`src/rtl/trig_surf_gather.sv`:
```
`default_nettype none
// ============================================================================
// Module   : trig_surf_gather
// Brief    : Aligns SURF trigger lanes to the sysclk command phase, buffers one
//            word per SURF, and streams pending words round-robin over AXI4-S.
// Revision : 1.0
// ============================================================================
module trig_surf_gather #(
    parameter int NTIO          = 4,
    parameter int TIO_PORTS     = 8,
    parameter int SURFS_PER_TIO = 7,
    parameter int DW            = 16,
    parameter int CYCLE         = 8,
    parameter int SLOTS         = 2,
    parameter int FIRST_OFFSET  = 2,
    parameter int SLOT_SPACING  = 4
) (
    input  logic                               sysclk_i,
    input  logic                               sysclk_rst_i,
    input  logic                               sysclk_phase_i,
    input  logic [NTIO*TIO_PORTS*DW-1:0]       trig_dat_i,
    input  logic [NTIO*SURFS_PER_TIO-1:0]      trig_mask_i,
    input  logic                               stat_clr_i,
    output logic [DW+7:0]                      trigout_tdata,
    output logic                               trigout_tvalid,
    input  logic                               trigout_tready,
    output logic                               locked_o,
    output logic                               misalign_o,
    output logic [15:0]                        overflow_count_o,
    output logic [NTIO*SURFS_PER_TIO-1:0]      pending_o
);

    localparam int N  = NTIO * SURFS_PER_TIO;
    localparam int CW = (CYCLE > 2) ? $clog2(CYCLE) : 1;
    localparam int PW = (N > 2) ? $clog2(N) : 1;

    generate
        if (FIRST_OFFSET + (SLOTS - 1) * SLOT_SPACING >= CYCLE) begin : g_cfg_err
            $error("trig_surf_gather: last slot falls outside the command cycle");
        end
    endgenerate

    logic [CW-1:0]   cnt_q, cnt_d;
    logic            locked_q, locked_d;
    logic            misalign_q, misalign_d;
    logic [15:0]     ovf_q, ovf_d;
    logic [N-1:0]    pending_q, pending_d;
    logic [PW-1:0]   ptr_q, ptr_d;
    logic [DW+7:0]   tdata_q, tdata_d;
    logic            tvalid_q, tvalid_d;
    logic [DW-1:0]   hold_q [N];
    logic [DW-1:0]   hold_d [N];

    logic [DW-1:0]   lane_word [N];
    logic            strobe;
    logic [N-1:0]    hit;
    logic [N-1:0]    avail;
    logic            load;
    logic            gnt_found;
    logic [PW-1:0]   gnt_idx;
    logic [16:0]     drops;
    logic [16:0]     ovf_sum;
    logic            unused_lanes;

    // Spare physical ports carry no SURF; fold them away explicitly.
    assign unused_lanes = ^trig_dat_i;

    generate
        for (genvar t = 0; t < NTIO; t++) begin : g_tio
            for (genvar j = 0; j < SURFS_PER_TIO; j++) begin : g_surf
                assign lane_word[t*SURFS_PER_TIO + j] = trig_dat_i[(t*TIO_PORTS + j)*DW +: DW];
            end
        end
    endgenerate

    always_comb begin
        cnt_d      = cnt_q;
        locked_d   = locked_q | sysclk_phase_i;
        misalign_d = misalign_q;
        if (sysclk_phase_i) begin
            cnt_d = CW'(1);
            if (locked_q && (cnt_q != '0)) misalign_d = 1'b1;
        end else if (cnt_q == CW'(CYCLE - 1)) begin
            cnt_d = '0;
        end else begin
            cnt_d = cnt_q + CW'(1);
        end
        if (stat_clr_i) misalign_d = 1'b0;

        strobe = 1'b0;
        for (int k = 0; k < SLOTS; k++) begin
            if (locked_q && (cnt_q == CW'(FIRST_OFFSET + k*SLOT_SPACING))) strobe = 1'b1;
        end
    end

    // Arbitration sees both held words and fresh hits, so a new trigger can
    // bypass the hold register and reach the output on its strobe clock.
    always_comb begin
        int idx;
        idx = 0;
        for (int s = 0; s < N; s++) begin
            hit[s] = strobe & lane_word[s][DW-1] & ~trig_mask_i[s];
        end
        avail     = pending_q | hit;
        load      = ~tvalid_q | trigout_tready;
        gnt_found = 1'b0;
        gnt_idx   = '0;
        for (int i = 0; i < N; i++) begin
            idx = int'(ptr_q) + 1 + i;
            if (idx >= N) idx = idx - N;
            if (idx >= N) idx = idx - N;
            if (!gnt_found && avail[idx]) begin
                gnt_found = 1'b1;
                gnt_idx   = PW'(idx);
            end
        end
    end

    always_comb begin
        pending_d = pending_q;
        ptr_d     = ptr_q;
        tdata_d   = tdata_q;
        tvalid_d  = tvalid_q;
        drops     = '0;
        for (int s = 0; s < N; s++) hold_d[s] = hold_q[s];

        if (load) begin
            if (gnt_found) begin
                tvalid_d = 1'b1;
                ptr_d    = gnt_idx;
                tdata_d  = {8'(gnt_idx), pending_q[gnt_idx] ? hold_q[gnt_idx] : lane_word[gnt_idx]};
            end else begin
                tvalid_d = 1'b0;
            end
        end

        for (int s = 0; s < N; s++) begin
            if (load && gnt_found && (gnt_idx == PW'(s))) begin
                // Granted while re-hit: old word leaves, new word takes its place.
                pending_d[s] = pending_q[s] & hit[s];
                if (pending_q[s] && hit[s]) hold_d[s] = lane_word[s];
            end else if (hit[s]) begin
                if (!pending_q[s]) begin
                    pending_d[s] = 1'b1;
                    hold_d[s]    = lane_word[s];
                end else begin
                    drops = drops + 17'd1;
                end
            end
        end

        ovf_sum = {1'b0, ovf_q} + drops;
        if (stat_clr_i)      ovf_d = '0;
        else if (ovf_sum[16]) ovf_d = 16'hFFFF;
        else                 ovf_d = ovf_sum[15:0];
    end

    always_ff @(posedge sysclk_i or posedge sysclk_rst_i) begin
        if (sysclk_rst_i) begin
            cnt_q      <= '0;
            locked_q   <= 1'b0;
            misalign_q <= 1'b0;
            ovf_q      <= '0;
            pending_q  <= '0;
            ptr_q      <= PW'(N - 1);
            tdata_q    <= '0;
            tvalid_q   <= 1'b0;
            for (int s = 0; s < N; s++) hold_q[s] <= '0;
        end else begin
            cnt_q      <= cnt_d;
            locked_q   <= locked_d;
            misalign_q <= misalign_d;
            ovf_q      <= ovf_d;
            pending_q  <= pending_d;
            ptr_q      <= ptr_d;
            tdata_q    <= tdata_d;
            tvalid_q   <= tvalid_d;
            for (int s = 0; s < N; s++) hold_q[s] <= hold_d[s];
        end
    end

    assign trigout_tdata    = tdata_q;
    assign trigout_tvalid   = tvalid_q;
    assign locked_o         = locked_q;
    assign misalign_o       = misalign_q;
    assign overflow_count_o = ovf_q;
    assign pending_o        = pending_q;

endmodule
`default_nettype wire
```
`config.mk`:
```
export PLATFORM = sky130hd
export DESIGN_NAME = trig_surf_gather
export DESIGN_NICKNAME = d
export VERILOG_FILES = /design/src/rtl/trig_surf_gather.sv
export SDC_FILE = /design/constraint.sdc
export NUM_CORES = 2
export LEC_CHECK = 0
export ABC_AREA = 1
export CAP_MARGIN = 20
export CORE_UTILIZATION = 43
export CTS_CLUSTER_DIAMETER = 80
export DETAILED_ROUTE_END_ITERATION = 8
export HOLD_SLACK_MARGIN = 0.15
export MAX_ROUTING_LAYER = met4
export PLACE_DENSITY = 0.66
export SYNTH_ARGS = -nofsm -noshare
export SYNTH_HDL_FRONTEND = slang
export SYNTH_SLANG_ARGS = --single-unit
```
`constraint.sdc`:
```
create_clock -name sysclk_i -period 23 [get_ports sysclk_i]
set_input_delay 4.6 -clock sysclk_i [delete_from_list [all_inputs] [get_ports sysclk_i]]
set_output_delay 4.6 -clock sysclk_i [all_outputs]
set_load 0.03 [all_outputs]
```
==> Yosys cells after proc, flatten, opt, wreduce, memory -nomap -nowiden <==
Index checks and enable logic that the tools add are counted.
{ "classes": {"muxes": 467, "div_mod_pow": 0, "bitwise_logic": 117, "n_eq_ne": 86, "reduce_logical": 176, "shifts": 0, "addsub": 113, "magnitude_cmp": 86, "multipliers": 0} }
{ "op_table": {"columns": ["op", "n"], "rows": [
  ["$mux W16", 119],
  ["$mux W32", 56],
  ["$ge A32 B6 Y1 const B", 55],
  ["$sub A32 B6 Y32 const B", 55],
  ["$mux W17", 81],
  ["$lt A32 B7 Y1 const B", 28],
  ["$add A17 B1 Y17 const B", 27],
  ["$add A32 B6 Y32 const B", 11],
  ["$add A32 B5 Y32 const B", 8],
  ["$bmux W16 S5", 2],
  ["$mux W1", 150],
  ["$bmux W1 S5", 29],
  ["$mux W5", 28],
  ["$add A32 B4 Y32 const B", 4],
  ["$ne A2 B1 Y1 const B", 56],
  ["$logic_and A1 B1 Y1", 87],
  ["$and A1 B1 Y1", 84],
  ["$reduce_and A3 Y1", 28],
  ["$add A32 B3 Y32 const B", 2],
  ["$eq A5 B5 Y1 const B", 12],
  ["$reduce_bool A2 Y1", 30],
  ["$eq A5 B4 Y1 const B", 8],
  ["$add A32 B2 Y32 const B", 1],
  ["$not A1 Y1", 29],
  ["21 further kinds", 55]
]} }
{ "totals": {"ram_bits": 0, "latchBits": 0, "wordCells": 1108, "input_bits": 545, "n_memories": 0, "regBits": 524, "output_inout_bits": 71, "mem_bits_ro": 0} }

==> Longest topological paths before layout <==
{ "depth": {"depth_word": 206, "mapped_depth": 173, "depth_no_buf": 170} }

==> Least setup slack after synthesis <==
OpenSTA, ideal clock, no wires.
{ "synth_timing": {"path_kind": "in2reg", "startpoint": "input port trig_dat_i[111]", "endpoint": "register ovf_q[15], in the netlist overflow_count_o[15]", "required_ps": 22880, "path_buffers": 0, "setup_ps": 120, "setup_slack_ps": -1270, "stages": 142, "t_arrival_ps": 24150, "path_cell_list": "inv_1 > nor3_1 > inv_1 > nand2_1 > o21ai_0 > a21boi_1 > o211ai_1 > nand2_2 > nand2_2 > nand2_4 > nor2_8 > nand4_4 > nor2_8 > nand4_4 > nor2_4 > nand4_2 > nor2_2 > nand4_2 > (+106 left out) > o21ai_0 > nand2_1 > a21oi_1 > o21bai_1 > a21oi_1 > o21bai_1 > a21oi_1 > inv_1 > a21oi_1 > o21ai_0 > nand3_1 > nand2_1 > a21oi_1 > inv_1 > a21oi_1 > inv_1 > o21ai_0 > inv_1"} }
{ "synth_between": {"elab_chain_len": 202, "word_cells_on_any_way": 366} }
{ "synth_rtl": {"columns": ["element", "line", "rtl"], "rows": [
  ["from (decl)", "21", "input logic [NTIO*TIO_PORTS*DW-1:0] trig_dat_i,"],
  ["$and A1 B1 Y1 * (2 in a row)", "102", "hit[s] = strobe & lane_word[s][DW-1] & ~trig_mask_i[s];"],
  ["$or A28 B28 Y28", "104", "avail = pending_q | hit;"],
  ["$bmux W1 S5", "112", "if (!gnt_found && avail[idx]) begin"],
  ["$mux W1 (not written as such) (2 in a row)", "112", null],
  ["$mux W1", "112", null],
  ["$logic_not A1 Y1", "112", null],
  ["$logic_and A1 B1 Y1", "112", null],
  ["$mux W1", "112", null],
  ["(+185 left out)", null, null],
  ["$add A17 B1 Y17", "147", "drops = drops + 17'd1;"],
  ["$mux W17", "143", "if (!pending_q[s]) begin"],
  ["$mux W17", "142", "end else if (hit[s]) begin"],
  ["$mux W17 *", "138", "if (load && gnt_found && (gnt_idx == PW'(s))) begin"],
  ["$add A16 B17 Y17 *", "152", "ovf_sum = {1'b0, ovf_q} + drops;"],
  ["$mux W16 *", "154", "else if (ovf_sum[16]) ovf_d = 16'hFFFF;"],
  ["$mux W16 *", "153", "if (stat_clr_i) ovf_d = '0;"],
  ["net ovf_d[15]", "46", "logic [15:0] ovf_q, ovf_d;"],
  ["to (signal assigned)", "173", "ovf_q <= ovf_d;"],
  ["to (decl)", "46", null]
]} }
The timed path passes the listed nets; every way through them passes the cells marked *. The select of a mux whose other input is x is not followed.
A chain may end at the register's enable or synchronous reset.

==> Worst setup path in the final report <==
{ "layout_timing": {"startpoint": "input port trig_dat_i[271]", "endpoint": "register ovf_q[4], in the netlist overflow_count_o[4]"} }
The elaborated chain is that of the path after synthesis.

==> results by stage <==
Worst setup path:
- The required time reported for the critical path endpoint is 23.57 ns.
- The worst path arrival time is 24.40 ns.
- In this run the critical register-to-register path is launched from ptr_q[0].
- The setup check on the worst reg-to-reg path leaves a slack of 0.52 ns.
- The critical path's most frequent cell is sky130_fd_sc_hd__nand2_2.
- The cell type of the slowest stage on the worst timing path is sky130_fd_sc_hd__dlygate4sd2_1.
- In this run the worst path has a maximum fanout of 7.
- STA classifies the critical path endpoint as a flip-flop.
- The critical path is of the input pin to flip-flop type.
- The type of origin of the critical path is an input pin.
- The highest cell delay on the worst timing path is 0.41 ns.
- The most critical setup path has its startpoint at trig_dat_i[271].

Clock network:
- The maximum clock path buffer count is 3.
- At the later pin of the worst-skew pair, clock insertion delay measures 0.68 ns.
- The number of buffers created by CTS is 61.
- TritonCTS built the clock tree.
- For this design, the CTS-stage hold fixing added 0 buffers.
- The H-tree was split into 2 levels.
- The tree built by TritonCTS fans out to 523 sinks.
- The cell chosen for the clock root is sky130_fd_sc_hd__clkbuf_16.
- Clock-pin slew was measured on the worst setup and hold paths at 0.06 ns.

Floorplanning:
- The die covers 105000 um2.
- The number of placement rows is 117.
- For this design the top-level I/O count stands at 616.
- In this run the standard cell core region covers 102000 um2.
- The vertical extent of the die is 323 um.
- The starting density of the core is 43.5%.
- In this run the horizontal extent of the chip is 323 um.

Placed design:
- The HPWL after detailed placement is 148 mm.
- The congestion estimate from routability-driven global placement came to 1.06.
- In this run the tool buffered the top-level ports with 548 buffer cells.
- Before CTS, the worst setup slack after placement is -2.21 ns.

Finish:
- The ratio of cells with drive above 1 in the final layout is 23.4%.
- The post-layout net count is 7956.
- The area growth from synthesis to layout is 31.3%.

STA:
- Measured against its own limit, the worst slew margin works out to 14.4%.
- Setup repair after global routing could not meet its margin everywhere.
- Final hold analysis gives a worst-case slack of 0.448 ns.
- The fmax is 41.9 MHz.
- The number of hold violations in the final report was 0.
- The final setup slack of the worst path is -0.838 ns.
- The number of max-slew violations in the final report is 0.
- The minimum period implied by the final worst setup slack is 23.84 ns.
- The setup TNS is -12.92 ns.
- The slew at the pin closest to its max-slew limit is 1.27 ns.
- Dividing the final minimum period by the clock period gives 104%.
- The number of setup violations in the final report is 16.
- The final worst clock skew is 0.0607 ns.

Global routing:
- Entering global routing, the biggest net connects 135 pins.
- The global router's overall resource usage is 36.7%.
- The via count of the first global-routing pass came to 45300.
- The initial antenna violation count is 29.
- The first-pass GRT wire length is 278 mm.
- Global routing finished with a remaining overflow of 0.

Routing:
- The number of vias per cell after detailed routing is 5.54.
- The detail route stage leaves a number of antenna-violating nets equal to 0.
- The pre-antenna-repair detailed-routing pass consisted of 7 iterations.
- Dividing the detail-routed wire length by the instance count gives 21.9 um.
- After detailed routing, the total wire length is 191 mm.
- For this run, design rule violations remaining after detail routing come to 0.
- Summing over every cut layer, the via total after detailed routing is 48300.
- The first routing iteration left 4590 violations.

Min path:
- The startpoint identified for the worst hold timing path is hold_q[223].
- The type of the tightest min-delay check is flip-flop to flip-flop.

Logic synthesis:
- The synthesized netlist contains 88 unique library cells.
- Sorting the synthesized cells by area gives the leading types as sky130_fd_sc_hd__dfrtp_1 (29%), sky130_fd_sc_hd__nand2_1 (17%), sky130_fd_sc_hd__mux2_2 (8.2%), sky130_fd_sc_hd__inv_1 (6.3%), sky130_fd_sc_hd__nand3_1 (4.1%).
- The number of synthesized flops with an enable pin is 0.
- In the synthesized netlist the async set-or-reset flop fraction comes to 100%.
- The dominant synthesized flop cell is sky130_fd_sc_hd__dfrtp_1.
- In this run the cell area of the synthesized design comes to 44400 um2.
- The biggest area contributor in the post-synthesis netlist is sky130_fd_sc_hd__dfrtp_1.
- The average cell area after synthesis is 7.12 um2.
- The portion of the post-synthesis area used by sequential elements is 29.5%.
- Counting flops and latches in the post-synthesis netlist gives 523.
- During synthesis, Yosys emitted a total of 0 warnings.
- Synthesis handed over a netlist of 6235 instances.
- The area share of the largest cell type after synthesis is 29.2%.

Run status:
- The final reports fail on setup timing.
- The flow ran to the end, but the final reports show violations.

Run:
- The max-capacitance violation count is 0.
## kinds of logic after synthesis
logic type	share of synthesized area [%]
other	0.00844
muxes	8.24
DFF	29.5
AOI/OAI and AO/OA	12.2
buffers and inverters	9.86
xor gates and xnor gates	2.21
adders and majority gates	3.88
and+or+nand+nor	34.1
## timing repair
action,CTS,global route
endpoints found under the setup margin,16,16
setup buffers,40,21
pin swaps,35,86
endpoints found under the hold margin,0,0
gates resized for setup,47,127
## flip-flops by register name, summed over array words and instances (netlist names)
signal            cells
trigout_tvalid        1
trigout_tdata        20
pending_o            28
ptr_q                 5
misalign_o            1
cnt_q                 3
overflow_count_o     16
locked_o              1
hold_q              448
## critical path, delay by kind of cell
family | cells | cell delay [ns]
simple gates | 72 | 7.47
xor+xnor | 1 | 0.14
compound gates | 12 | 1.63
buf+inv | 38 | 3.63
fa+ha+maj | 27 | 6.88
## metrics by stage
step	std cells	utilization, %	instance area, um2
2_1_floorplan	6244	-	44500
3_3_place_gp	8520	54.0	55100
3_5_place_dp	8520	54.0	55100
4_1_cts	8673	56.5	57600
5_1_grt	8713	57.1	58300
6_report	8721	57.2	58300
## cells in the mapped netlist, types with 12 or more instances
| cell | instances |
|---|---|
| sky130_fd_sc_hd__mux2_2 | 324 |
| sky130_fd_sc_hd__o21ai_0 | 302 |
| sky130_fd_sc_hd__o211ai_1 | 48 |
| sky130_fd_sc_hd__nand2_2 | 164 |
| sky130_fd_sc_hd__buf_1 | 17 |
| sky130_fd_sc_hd__nand2_1 | 1965 |
| sky130_fd_sc_hd__ha_1 | 136 |
| sky130_fd_sc_hd__a22o_1 | 32 |
| sky130_fd_sc_hd__clkbuf_1 | 155 |
| sky130_fd_sc_hd__nor2_1 | 319 |
| sky130_fd_sc_hd__a31oi_1 | 21 |
| sky130_fd_sc_hd__or2_2 | 21 |
| sky130_fd_sc_hd__a41oi_1 | 25 |
| sky130_fd_sc_hd__nand2_4 | 30 |
| sky130_fd_sc_hd__xor2_1 | 64 |
| sky130_fd_sc_hd__nor2_4 | 19 |
| sky130_fd_sc_hd__nand3_1 | 361 |
| sky130_fd_sc_hd__xnor2_1 | 15 |
| sky130_fd_sc_hd__nand3_2 | 69 |
| sky130_fd_sc_hd__nand3b_1 | 35 |
| sky130_fd_sc_hd__nor2_2 | 41 |
| sky130_fd_sc_hd__clkbuf_8 | 16 |
| sky130_fd_sc_hd__a21oi_1 | 129 |
| sky130_fd_sc_hd__nor3_1 | 32 |
| sky130_fd_sc_hd__o21ai_1 | 62 |
| sky130_fd_sc_hd__o21a_1 | 23 |
| sky130_fd_sc_hd__nand4_1 | 157 |
| sky130_fd_sc_hd__o2111ai_1 | 104 |
| sky130_fd_sc_hd__buf_6 | 12 |
| sky130_fd_sc_hd__dfrtp_1 | 519 |
| sky130_fd_sc_hd__inv_2 | 57 |
| sky130_fd_sc_hd__inv_1 | 750 |
## worst paths after layout
| kind | cells past startpoint | end |
|---|---|---|
| worst max register to register | 151 | overflow_count_o[4] |
| min in group asynchronous | 2 | hold_q[419] |
| max in group asynchronous | 4 | hold_q[34] |
| worst min register to register | 2 | hold_q[223] |
| worst max-delay path | 150 | overflow_count_o[4] |
| worst min-delay path | 2 | hold_q[223] |
## cells in the final DEF, fill, tap and decap left out, drive strengths merged, types with 25 or more instances in the layout
master	count
clkinv	30
dfrtp	519
a41oi	25
nand3b	39
nand4	170
o21ai	379
o211ai	52
inv	814
clkbuf	88
clkdlybuf4s50	538
nor2	386
or2	27
o2111ai	104
buf	639
nand2	2161
nor3	34
nand3	438
a22o	32
a21oi	132
ha	136
mux2	324
diode	29
xor2	78
## routing by layer
metal | GRT usage, % | up-vias | routed length (um)
met5 | - | - | 0
met4 | 19.4 | 0 | 12000
met3 | 5.03 | 496 | 17400
met2 | 54.8 | 2253 | 82800
met1 | 48.1 | 22900 | 78800
li1 | - | 22600 | -
## cell type report
type                            instances  area, um2
Fill cell                            9751      43700
Multi-Input combinational cell       4672      27700
Sequential cell                       523      13100
Timing Repair Buffer                 1187      10400
Inverter                              829       3210
Clock buffer                           88       1810
Tap cell                             1368       1710
Clock inverter                         25        320
Antenna cell                           29       72.6
Power is not shown: default switching activity piles up to over one toggle a cycle in this logic, so the estimate is an artifact.
